--- src/rtl/scan_line_decoder_if.sv ---
// Bus bundle for scan_line_decoder: control inputs and decoded line outputs.
// There is no valid/ready handshake on this bus. Inputs are sampled on every
// rising clk edge. Outputs are registered and valid one cycle after the inputs
// that produced them.
interface scan_line_decoder_if #(
  parameter int SEL_W = 2,
  parameter int N_OUT = 4,
  parameter int DIV_W = 16
);
  logic             en;
  logic             mode;
  logic [SEL_W-1:0] sel_in;
  logic [DIV_W-1:0] div;
  logic [N_OUT-1:0] d;
  logic [SEL_W-1:0] cur_sel;
  logic             wrap;

  // Control logic side: drives the controls and observes the lines.
  modport master (
    output en, mode, sel_in, div,
    input  d, cur_sel, wrap
  );

  // Decoder side.
  modport slave (
    input  en, mode, sel_in, div,
    output d, cur_sel, wrap
  );
endinterface

--- src/rtl/scan_line_decoder.sv ---
// Registered one-hot line decoder with manual select and auto-scan modes.
// In auto-scan mode, a prescaler steps an index across all N_OUT lines. Each
// line is held for div+1 cycles. wrap pulses when line 0 reappears after the
// last line. The output polarity is fixed at elaboration by ACTIVE_LOW.
module scan_line_decoder #(
  parameter int SEL_W      = 2,
  parameter int N_OUT      = 4,
  parameter int DIV_W      = 16,
  parameter int ACTIVE_LOW = 0
) (
  input  logic                 clk,
  input  logic                 rst,
  scan_line_decoder_if.slave   bus,
  output logic [1:0]           state_o
);

  typedef enum logic [1:0] {
    ST_IDLE   = 2'd0,
    ST_MANUAL = 2'd1,
    ST_SCAN   = 2'd2
  } state_t;

  localparam logic [N_OUT-1:0] ONE      = N_OUT'(1);
  localparam logic [N_OUT-1:0] INACTIVE = (ACTIVE_LOW != 0) ? '1 : '0;
  localparam logic [SEL_W-1:0] LAST_IDX = SEL_W'(N_OUT - 1);
  localparam logic [SEL_W:0]   N_LIM    = (SEL_W + 1)'(N_OUT);

  state_t           state_q, state_d;
  logic [DIV_W-1:0] presc_q, presc_d;
  logic [SEL_W-1:0] idx_q, idx_d;
  logic [SEL_W-1:0] cur_q, cur_d;
  // Set when the index wraps to 0. It is consumed when line 0 is next shown,
  // so that wrap lines up with the first cycle of line 0 on d.
  logic             pend_q, pend_d;
  logic             wrap_q, wrap_d;
  logic [N_OUT-1:0] d_q;
  logic [N_OUT-1:0] line_d;

  // The mode is reclassified every cycle from en/mode.
  // Next-state logic for the prescaler, index and lines.
  always_comb begin
    state_d = ST_IDLE;
    presc_d = presc_q;
    idx_d   = idx_q;
    cur_d   = cur_q;
    pend_d  = pend_q;
    wrap_d  = 1'b0;
    line_d  = '0;
    if (bus.en) begin
      state_d = bus.mode ? ST_SCAN : ST_MANUAL;
    end
    case (state_d)
      ST_MANUAL: begin
        presc_d = '0;
        idx_d   = '0;
        pend_d  = 1'b0;
        cur_d   = bus.sel_in;
        if ({1'b0, bus.sel_in} < N_LIM) begin
          line_d = ONE << bus.sel_in;
        end
      end
      ST_SCAN: begin
        line_d = ONE << idx_q;
        cur_d  = idx_q;
        wrap_d = pend_q;
        pend_d = 1'b0;
        // Using >= means that shrinking div below the current count steps at once.
        if (presc_q >= bus.div) begin
          presc_d = '0;
          if (idx_q == LAST_IDX) begin
            idx_d  = '0;
            pend_d = 1'b1;
          end else begin
            idx_d = idx_q + SEL_W'(1);
          end
        end else begin
          presc_d = presc_q + DIV_W'(1);
        end
      end
      default: begin
      end
    endcase
  end

  // State and output registers; reset takes priority over every input.
  always_ff @(posedge clk) begin
    if (rst) begin
      state_q <= ST_IDLE;
      presc_q <= '0;
      idx_q   <= '0;
      cur_q   <= '0;
      pend_q  <= 1'b0;
      wrap_q  <= 1'b0;
      d_q     <= INACTIVE;
    end else begin
      state_q <= state_d;
      presc_q <= presc_d;
      idx_q   <= idx_d;
      cur_q   <= cur_d;
      pend_q  <= pend_d;
      wrap_q  <= wrap_d;
      d_q     <= line_d ^ INACTIVE;
    end
  end

  assign bus.d       = d_q;
  assign bus.cur_sel = cur_q;
  assign bus.wrap    = wrap_q;
  assign state_o     = state_q;

endmodule

--- src/flat_wrapper.sv ---
// flat-port wrapper written by rule: the top's interface ports become plain ports
module scan_line_decoder_flat 
#(
  parameter int SEL_W      = 2,
  parameter int N_OUT      = 4,
  parameter int DIV_W      = 16,
  parameter int ACTIVE_LOW = 0
)
  (clk, rst, state_o, bus_en, bus_mode, bus_sel_in, bus_div, bus_d, bus_cur_sel, bus_wrap);
  scan_line_decoder_if #(.SEL_W(SEL_W), .N_OUT(N_OUT), .DIV_W(DIV_W)) bus_i ();
  input  logic clk;
  input  logic rst;
  output logic [1:0] state_o;
  input wire logic [$bits(bus_i.en)-1:0] bus_en;
  input wire logic [$bits(bus_i.mode)-1:0] bus_mode;
  input wire logic [$bits(bus_i.sel_in)-1:0] bus_sel_in;
  input wire logic [$bits(bus_i.div)-1:0] bus_div;
  output wire logic [$bits(bus_i.d)-1:0] bus_d;
  output wire logic [$bits(bus_i.cur_sel)-1:0] bus_cur_sel;
  output wire logic [$bits(bus_i.wrap)-1:0] bus_wrap;
  assign bus_i.en = bus_en;
  assign bus_i.mode = bus_mode;
  assign bus_i.sel_in = bus_sel_in;
  assign bus_i.div = bus_div;
  assign bus_d = bus_i.d;
  assign bus_cur_sel = bus_i.cur_sel;
  assign bus_wrap = bus_i.wrap;
  scan_line_decoder #(.SEL_W(SEL_W), .N_OUT(N_OUT), .DIV_W(DIV_W), .ACTIVE_LOW(ACTIVE_LOW)) u_core (.clk(clk), .rst(rst), .bus(bus_i), .state_o(state_o));
endmodule
--- config.mk ---
export PLATFORM = sky130hd
export DESIGN_NAME = scan_line_decoder_flat
export DESIGN_NICKNAME = d
export VERILOG_FILES = /design/src/rtl/scan_line_decoder_if.sv /design/src/rtl/scan_line_decoder.sv /design/src/flat_wrapper.sv
export SDC_FILE = /design/constraint.sdc
export NUM_CORES = 1
export LEC_CHECK = 0
export CAP_MARGIN = 40
export CORE_MARGIN = 2
export CORE_UTILIZATION = 45
export CTS_BUF_LIST = sky130_fd_sc_hd__clkbuf_4
export DETAILED_ROUTE_END_ITERATION = 10
export PLACE_DENSITY_LB_ADDON = 0.15
export SYNTH_ARGS = -nofsm -noshare
export SYNTH_HDL_FRONTEND = slang
export SYNTH_SLANG_ARGS = --single-unit
export TNS_END_PERCENT = 20
--- constraint.sdc ---
create_clock -name clk -period 2.9 [get_ports clk]
set_input_delay 0.58 -clock clk [delete_from_list [all_inputs] [get_ports clk]]
set_output_delay 0.58 -clock clk [all_outputs]
set_load 0.005 [all_outputs]
After elaboration in Yosys (flattened, before gate mapping)

Index checks and enable logic that the tools add are counted.

Mux-type cells: 12
$lt $le $gt $ge: 1
Equality and inequality tests: 4
Shifts and indexed selects: 2
Add/sub/neg operators: 2
Reductions and logical operators: 3
Bitwise operators: 1

Operators by type and width:

| cell                    | count |
|---|---|
| $pmux W16 S2            | 1 |
| $add A16 B1 Y16 const B | 1 |
| $ge A16 B16 Y1          | 1 |
| $mux W16                | 1 |
| $mux W2                 | 4 |
| $pmux W2 S2             | 2 |
| $pmux W4 S2             | 1 |
| $shl A1 B2 Y4 const A   | 2 |
| $eq A2 B2 Y1 const B    | 2 |
| $add A2 B1 Y2 const B   | 1 |
| $eq A2 B1 Y1 const B    | 1 |
| $mux W1                 | 2 |
| $ne A2 B1 Y1 const B    | 1 |
| $pmux W1 S2             | 1 |
| $reduce_and A2 Y1       | 1 |
| $reduce_bool A2 Y1      | 1 |
| $reduce_or A2 Y1        | 1 |
| $not A1 Y1              | 1 |

Register bits after elaboration: 28
Output and inout port bits: 9
Bits of input ports: 22

Depth between registers and ports, before layout

Gate-level depths: netlist of the first run.

Word-level depth: 5
Depth in mapped cells: 9
Depth with buffers taken out: 8

Worst setup path after synthesis of the first run

OpenSTA, ideal clock, no wires.

Path kind: input to register
Start point: in bus_div[0]
End point: reg u_core.presc_q[13]
Stages: 8
Data arrival time: 2.652 ns
Data required time: 2.829 ns
Path slack: 0.177 ns
Library setup time: 0.071 ns
Path through: ha_1 > nand2b_4 > a2111oi_4 > a2111oi_2 > or4b_1 > clkbuf_1 > or4_1 > a21oi_1

Cells in the longest elaborated chain, start to end: 3

Ends and longest elaborated chain:

| item                 | RTL line                | source |
|---|---|---|
| from (decl)          | flat_wrapper.sv:17      | `input wire logic [$bits(bus_i.div)-1:0] bus_div;` |
| $ge A16 B16 Y1       | scan_line_decoder.sv:68 | `if (presc_q >= bus.div) begin` |
| $mux W16             | scan_line_decoder.sv:68 |  |
| $pmux W16 S2         | scan_line_decoder.sv:52 | `case (state_d)` |
| to (signal assigned) | scan_line_decoder.sv:97 | `presc_q <= presc_d;` |
| to (decl)            | scan_line_decoder.sv:29 | `logic [DIV_W-1:0] presc_q, presc_d;` |

No other way between the ends.
A chain may end at the register's enable or synchronous reset.

Worst setup path in the final report of the first run

Start point: in bus_div[13]
End point: reg u_core.idx_q[1]

Cells in the longest elaborated chain, start to end: 3

Ends and longest elaborated chain:

| item                               | RTL line                | source |
|---|---|---|
| $ge A16 B16 Y1                     | scan_line_decoder.sv:68 |  |
| $ne A2 B1 Y1 (no source line)      | --                      |  |
| $reduce_and A2 Y1 (no source line) | --                      |  |
| to (signal assigned)               | scan_line_decoder.sv:98 | `idx_q <= idx_d;` |
| to (decl)                          | scan_line_decoder.sv:30 | `logic [SEL_W-1:0] idx_q, idx_d;` |

No other way between the ends.

==> results of run 1 <==
[metrics by stage]
step | hold WS [ps] | setup TNS (ps)
final | 512.3 | -6.006
after global routing | 516.4 | -148.5
after CTS | 508.4 | 0
after detailed placement | 479.3 | -5143
after global placement | 473.4 | -4429
after floorplan | 450.7 | 0
[flip-flops by register name (all words and copies together), names as in the netlist]
name,count
u_core.presc_q,16
u_core.idx_q,2
u_core.bus.wrap,1
u_core.bus.cur_sel,2
u_core.bus.d,4
u_core.state_o,2
u_core.pend_q,1
[how the worst max path moves through the flow]
stage | to | start | depth (start not counted) | slack, ps
after global placement | u_core.presc_q[14]$_SDFFE_PP0N_ | bus_div[13] | 9 | -360
final | u_core.idx_q[1]$_SDFFE_PP0P_ | bus_div[13] | 9 | -6
after global routing | u_core.idx_q[1]$_SDFFE_PP0P_ | bus_div[14] | 9 | -100
after floorplan | u_core.presc_q[13]$_SDFFE_PP0N_ | bus_div[0] | 8 | 180
after detailed placement | u_core.presc_q[14]$_SDFFE_PP0N_ | bus_div[13] | 9 | -440
after CTS | u_core.presc_q[13]$_SDFFE_PP0N_ | bus_div[13] | 9 | 20
[cell type report]
type	count	area, sq um	area share [%]
timing repair buffer	42	400.4	17.49
tap	48	60.06	2.623
clock buffer	3	22.52	0.9836
clock inverter	1	30.03	1.311
inverter	20	75.07	3.279
multi-input combinational	150	1141	49.84
sequential	28	560.5	24.48
[synth_stat cells (all sizes together)]
| cell | number |
|---|---|
| a2111oi | 2 |
| a211oi | 2 |
| a21oi | 10 |
| a22o | 4 |
| a2bb2oi | 2 |
| a31oi | 6 |
| a41oi | 1 |
| and2 | 1 |
| and3 | 3 |
| and4 | 2 |
| buf | 1 |
| clkbuf | 5 |
| dfxtp | 28 |
| ha | 18 |
| inv | 20 |
| mux2i | 4 |
| nand2 | 23 |
| nand2b | 5 |
| nand3 | 10 |
| nand4 | 4 |
| nor2 | 16 |
| nor2b | 2 |
| nor3 | 4 |
| nor4 | 2 |
| o21ai | 8 |
| o21bai | 1 |
| o221ai | 2 |
| o32ai | 1 |
| or2 | 2 |
| or3 | 6 |
| or4 | 3 |
| or4b | 2 |
| xnor2 | 4 |
[cell families (layout without fill, tap and decap cells)]
logic type	Yosys count	after routing	synth area share, %
fa+ha+maj	18	18	13.36
compound gates	39	39	16.63
flops	28	28	33.26
xor+xnor	4	4	2.078
buf+inv	26	66	5.865
mux	4	4	2.376
simple gates	85	85	26.43
[power breakdown]
group          internal [uW]  total [uW]  switching, uW
clock network            140         258            118
logic                   65.5         115           49.2
registers                391         393           2.91
total                    596         766            170
[metal layers]
layer / GRT usage (%) / vias up / share of wire, %
met1: 24.87 / 688 / 50
met3: 2.055 / 9 / 3.7
met2: 26.66 / 39 / 44
met4: 7.031 / 0 / 1.8
met5: 0 / - / 0
li1: - / 812 / -
[critical path: stages]
cell and delay, ps:
clkdlybuf4s50_1 450, inv_1 60, ha_4 270, nand4_1 150
or3_1 470, a2111oi_2 440, nor3_1 160, or4b_1 520
o21ai_1 90
[what timing repair did]
| item | in CTS | in global routing |
|---|---|---|
| endpoints found under the hold margin | 0 | 0 |
| pin swaps | 0 | 10 |
| setup endpoints to repair | 5 | 4 |
| gates resized for setup | 2 | 18 |
| setup buffers | 0 | 2 |
==> results.sh, run 1 <==
export IMPL_worstSetupStartpointType="input port"
export IMPL_port_buffer_count=30
export IMPL_finalCritPeriodShare_pct=100.2
export IMPL_die_w_microns=65.20
export IMPL_cts_hold_buf=0
export IMPL_reg2reg_depth=8
export IMPL_violations="setup timing"
export IMPL_syn_to_final_growth_pct=35.86
export IMPL_ys_seq_area_share_pct=33.26
export IMPL_min_from="u_core.idx_q[1]$_SDFFE_PP0P_"
export IMPL_drt_first_pass_iters=4
export IMPL_start_util_pct=46.38
export IMPL_netlist_area_sq_um=1685
export IMPL_htree_levels=1
export IMPL_route_detailed_drc=0
export IMPL_clkSlewWorstSetupHoldPaths_ps=150
export IMPL_via_per_inst=5.301
export IMPL_path_class="input port to register"
export IMPL_timing_rr_end="u_core.presc_q[15]$_SDFFE_PP0N_"
export IMPL_grt_pass1_wl_microns=5713
export IMPL_syn_nets=244
export IMPL_maxCapViolCount=0
export IMPL_numCtsBuffers=3
export IMPL_place_congestion=0.7264
export IMPL_drt_iter0_drc=34
export IMPL_drt_antenna_violating_nets=0
export IMPL_nets=285
export IMPL_final_cell_count_no_fill=292
export IMPL_min_path_type="register to register"
export IMPL_dp_cells=286
export IMPL_wl_per_cell_microns=12.85
export IMPL_post_place_ws_ps=-444.3
export IMPL_r2r_start="u_core.presc_q[14]$_SDFFE_PP0N_"
export IMPL_crit_arrival_ps=3180
export IMPL_whs_path_depth=2
export IMPL_yosysTopAreaCellShare_pct=33.26
export IMPL_clk_latency_ps=330
export IMPL_overflow=0
export IMPL_final_common_cell="clkdlybuf4s50_1"
export IMPL_status="complete, but fails checks"
export IMPL_yosysWarningCount=0
export IMPL_power_leakage_uw=0.0009226
export IMPL_crit_required_ps=3180
export IMPL_ir_drop_v=0.0002332
export IMPL_grt_antenna_before_repair=0
export IMPL_layout_setup_ws_ps=-6.006
export IMPL_setup_viol=1
export IMPL_synth_cell_types=39
export IMPL_dp_hpwl_microns=2705
export IMPL_fin_util_pct=63.02
export IMPL_diodes=0
export IMPL_hold_end="u_core.idx_q[1]$_SDFFE_PP0P_"
export IMPL_crit_fanout=3
export IMPL_drive_gt1_share_pct=15.16
export IMPL_skew_ps=2.542
export IMPL_grt_pass1_vias=1288
export IMPL_clock_path_buffers=2
export IMPL_ys_ff_latch=28
export IMPL_synth_area_per_cell_sq_um=8.262
export IMPL_ioPinCount=31
export IMPL_tightestPinTransition_ps=583.3
export IMPL_dpl_cell_area_sq_um=2097
export IMPL_synth_top_area_cell="dfxtp_1"
export IMPL_grt_max_degree=18
export IMPL_synthTopCellsByArea="dfxtp_1 33%, ha_1 13%, nand2_1 5.1%, inv_1 4.2%, nor2_1 3.6%"
export IMPL_fillCellCount=316
export IMPL_die_area_sq_um=4251
export IMPL_max_freq_mhz=344.1
export IMPL_core_area_sq_um=3633
export IMPL_min_period_ps=2906
export IMPL_chipHeight_microns=65.20
export IMPL_clock_sinks=28
export IMPL_route_vias_total=1548
export IMPL_powerDensity_nw_per_um2=334.6
export IMPL_synthCells=204
export IMPL_endpoint_kind="register"
export IMPL_drv_slew=0
export IMPL_routed_wl_microns=3753
export IMPL_cts_tree="yes"
export IMPL_grt_use_total_pct=17.41
export IMPL_hold_violations=0
export IMPL_fin_area_sq_um=2290
export IMPL_rows=22
export IMPL_rrSetupSlack_ps=280
export IMPL_root_buffer="clkbuf_4"
export IMPL_power_uw=766.0
export IMPL_final_cell_mix="29 x clkdlybuf4s50_1, 28 x dfxtp_1, 23 x nand2_1"
export IMPL_slew_headroom_pct=60.75
Power figures use the tool's default switching activity.
==> inputs of run 2 (changes only) <==
- CTS_CLUSTER_DIAMETER: default -> 80
- SETUP_SLACK_MARGIN: default -> 0.02
- TNS_END_PERCENT: 20 -> 100
==> results.sh, run 2 (same netlist as run 1, synthesis figures left out) <==
export IMPL_status="completed"
export IMPL_place_congestion=0.7264
export IMPL_diodes=0
export IMPL_hold_violations=0
export IMPL_rrSetupSlack_ps=260
export IMPL_worstSetupStartpointType="input port"
export IMPL_endpoint_kind="register"
export IMPL_rows=22
export IMPL_powerDensity_nw_per_um2=333.2
export IMPL_path_cells="clkdlybuf4s50_1, inv_1, ha_4, nand4_1, o21bai_1, or3_1, or4b_4, buf_6, or3_4, o221ai_2"
export IMPL_chipHeight_microns=65.20
export IMPL_fin_util_pct=63.36
export IMPL_path_delay_family="simple AND/OR/NAND/NOR gates"
export IMPL_reg2reg_depth=9
export IMPL_min_path_type="register to register"
export IMPL_largest_reg_flops=16
export IMPL_min_period_ps=2873
export IMPL_root_buffer="clkbuf_4"
export IMPL_rsz0062_at_grt="true"
export IMPL_wl_per_cell_microns=12.77
export IMPL_slew_headroom_pct=60.68
export IMPL_r2r_start="u_core.presc_q[0]$_SDFFE_PP0N_"
export IMPL_dpl_cell_area_sq_um=2097
export IMPL_htree_levels=1
export IMPL_start_util_pct=46.38
export IMPL_via_per_inst=5.267
export IMPL_path_class="input port to register"
export IMPL_clock_path_buffers=2
export IMPL_drt_first_pass_iters=5
export IMPL_grt_antenna_before_repair=0
export IMPL_drt_iter0_drc=38
export IMPL_routed_wl_microns=3729
export IMPL_pwr_share_comb_pct=15.1
export IMPL_grt_pass1_wl_microns=5713
export IMPL_slowest_stage="or4b_4"
export IMPL_p_switching_uw=170.9
export IMPL_port_buffer_count=30
export IMPL_dp_hpwl_microns=2705
export IMPL_p_sw_share_pct=22.28
export IMPL_overflow=0
export IMPL_timing_rr_end="u_core.presc_q[15]$_SDFFE_PP0N_"
export IMPL_crit_arrival_ps=3140
export IMPL_min_from="u_core.bus.cur_sel[1]$_SDFFE_PP0N_"
export IMPL_drt_antenna_violating_nets=0
export IMPL_core_area_sq_um=3633
export IMPL_power_leakage_uw=0.0009227
export IMPL_drv_slew=0
export IMPL_max_freq_mhz=348.1
export IMPL_grt_max_degree=18
export IMPL_crit_buf_inv=3
export IMPL_whs_path_depth=2
export IMPL_dp_cells=286
export IMPL_clkSlewWorstSetupHoldPaths_ps=150
export IMPL_power_uw=767.2
export IMPL_pwr_share_seq_pct=51.3
export IMPL_nets=285
export IMPL_post_place_ws_ps=-444.3
export IMPL_grt_use_total_pct=17.41
export IMPL_skew_ps=1.024
export IMPL_crit_required_ps=3170
export IMPL_final_cell_mix="29 x clkdlybuf4s50_1, 28 x dfxtp_1, 23 x nand2_1"
export IMPL_die_area_sq_um=4251
export IMPL_numCtsBuffers=3
export IMPL_ir_drop_v=0.0002334
export IMPL_cts_tree="yes"
export IMPL_route_detailed_drc=0
export IMPL_fillCellCount=316
export IMPL_p_int_uw=596.3
export IMPL_slowest_delay_ps=600
export IMPL_pwr_share_clk_pct=33.6
export IMPL_route_vias_total=1538
export IMPL_setup_viol=0
export IMPL_clock_sinks=28
export IMPL_drive_gt1_share_pct=15.16
export IMPL_syn_to_final_growth_pct=36.60
export IMPL_clk_latency_ps=330
export IMPL_maxCapViolCount=0
export IMPL_final_common_cell="clkdlybuf4s50_1"
export IMPL_finalCritPeriodShare_pct=99.06
export IMPL_fin_area_sq_um=2302
export IMPL_regMostFlops="u_core.presc_q"
export IMPL_layout_setup_ws_ps=27.20
export IMPL_hold_end="u_core.bus.cur_sel[1]$_SDFFE_PP0N_"
export IMPL_ioPinCount=31
export IMPL_regArea_sq_um=560.5
export IMPL_tightestPinTransition_ps=584.5
export IMPL_final_cell_count_no_fill=292
export IMPL_multi_input_area_sq_um=1154
export IMPL_crit_fanout=5
export IMPL_die_w_microns=65.20
export IMPL_grt_pass1_vias=1288
-- run 2: cell types whose count changed in the layout (fill, tap and decap cells not counted) --
cell / previous run / this run
a2111oi_4: 1 / 2
a2111oi_2: 1 / 0
-- run 2: through the flow --
stage / hold WS (ps) / TNS [ps]
global placement: 473.4 / -4429
finish: 512.5 / 0
detailed placement: 479.3 / -5143
CTS: 508.4 / 0
floorplan: 450.7 / 0
global route: 516.4 / -64.53
-- run 2: worst max-delay path by stage --
stage	slack (ps)	from	cells after the start	endpoint
2_1_floorplan	180	bus_div[0]	8	u_core.presc_q[13]$_SDFFE_PP0N_
3_3_place_gp	-360	bus_div[13]	9	u_core.presc_q[14]$_SDFFE_PP0N_
3_5_place_dp	-440	bus_div[13]	9	u_core.presc_q[14]$_SDFFE_PP0N_
4_1_cts	20	bus_div[13]	9	u_core.presc_q[13]$_SDFFE_PP0N_
5_1_grt	-30	bus_div[14]	9	u_core.idx_q[1]$_SDFFE_PP0P_
6_report	30	bus_div[13]	10	u_core.presc_q[15]$_SDFFE_PP0N_
-- run 2: worst min-delay path: stages (launching register included) --
cell      delay [ps]
dfxtp_1          340
nor2_1           100
a211oi_1          50
-- run 2: what timing repair did --
| item | 4_1_cts | 5_1_grt |
|---|---|---|
| resized for setup | 2 | 19 |
| pin swaps | 0 | 11 |
| hold buffers | 0 | 0 |
| endpoints found under the setup margin | 7 | 4 |
| buffers inserted | 0 | 2 |
-- run 2: area by class of cell --
type	instances	share of cell area (%)
inverters	20	3.261
clock buffers	3	0.9783
well taps	48	2.609
multi-input cells	150	50.11
repair buffers	42	17.39
clock inverters	1	1.304
flip-flops and latches	28	24.35
-- run 2: power by group through the flow --
stage | Clock (uW) | Sequential [uW] | Combinational (uW)
finish | 258 | 393 | 116
global route | 274 | 395 | 127
CTS | 263 | 394 | 106
detailed placement | 0 | 402 | 104
global placement | 0 | 402 | 103
floorplan | 0 | 402 | 51.4
-- run 2: layer usage --
layer	vias to the layer above	share of wire [%]	GRT usage, %
met1	679	49	24.87
met4	0	1.6	7.031
met3	6	4.5	2.055
li1	810	-	-
met2	43	44	26.66
met5	-	0	0
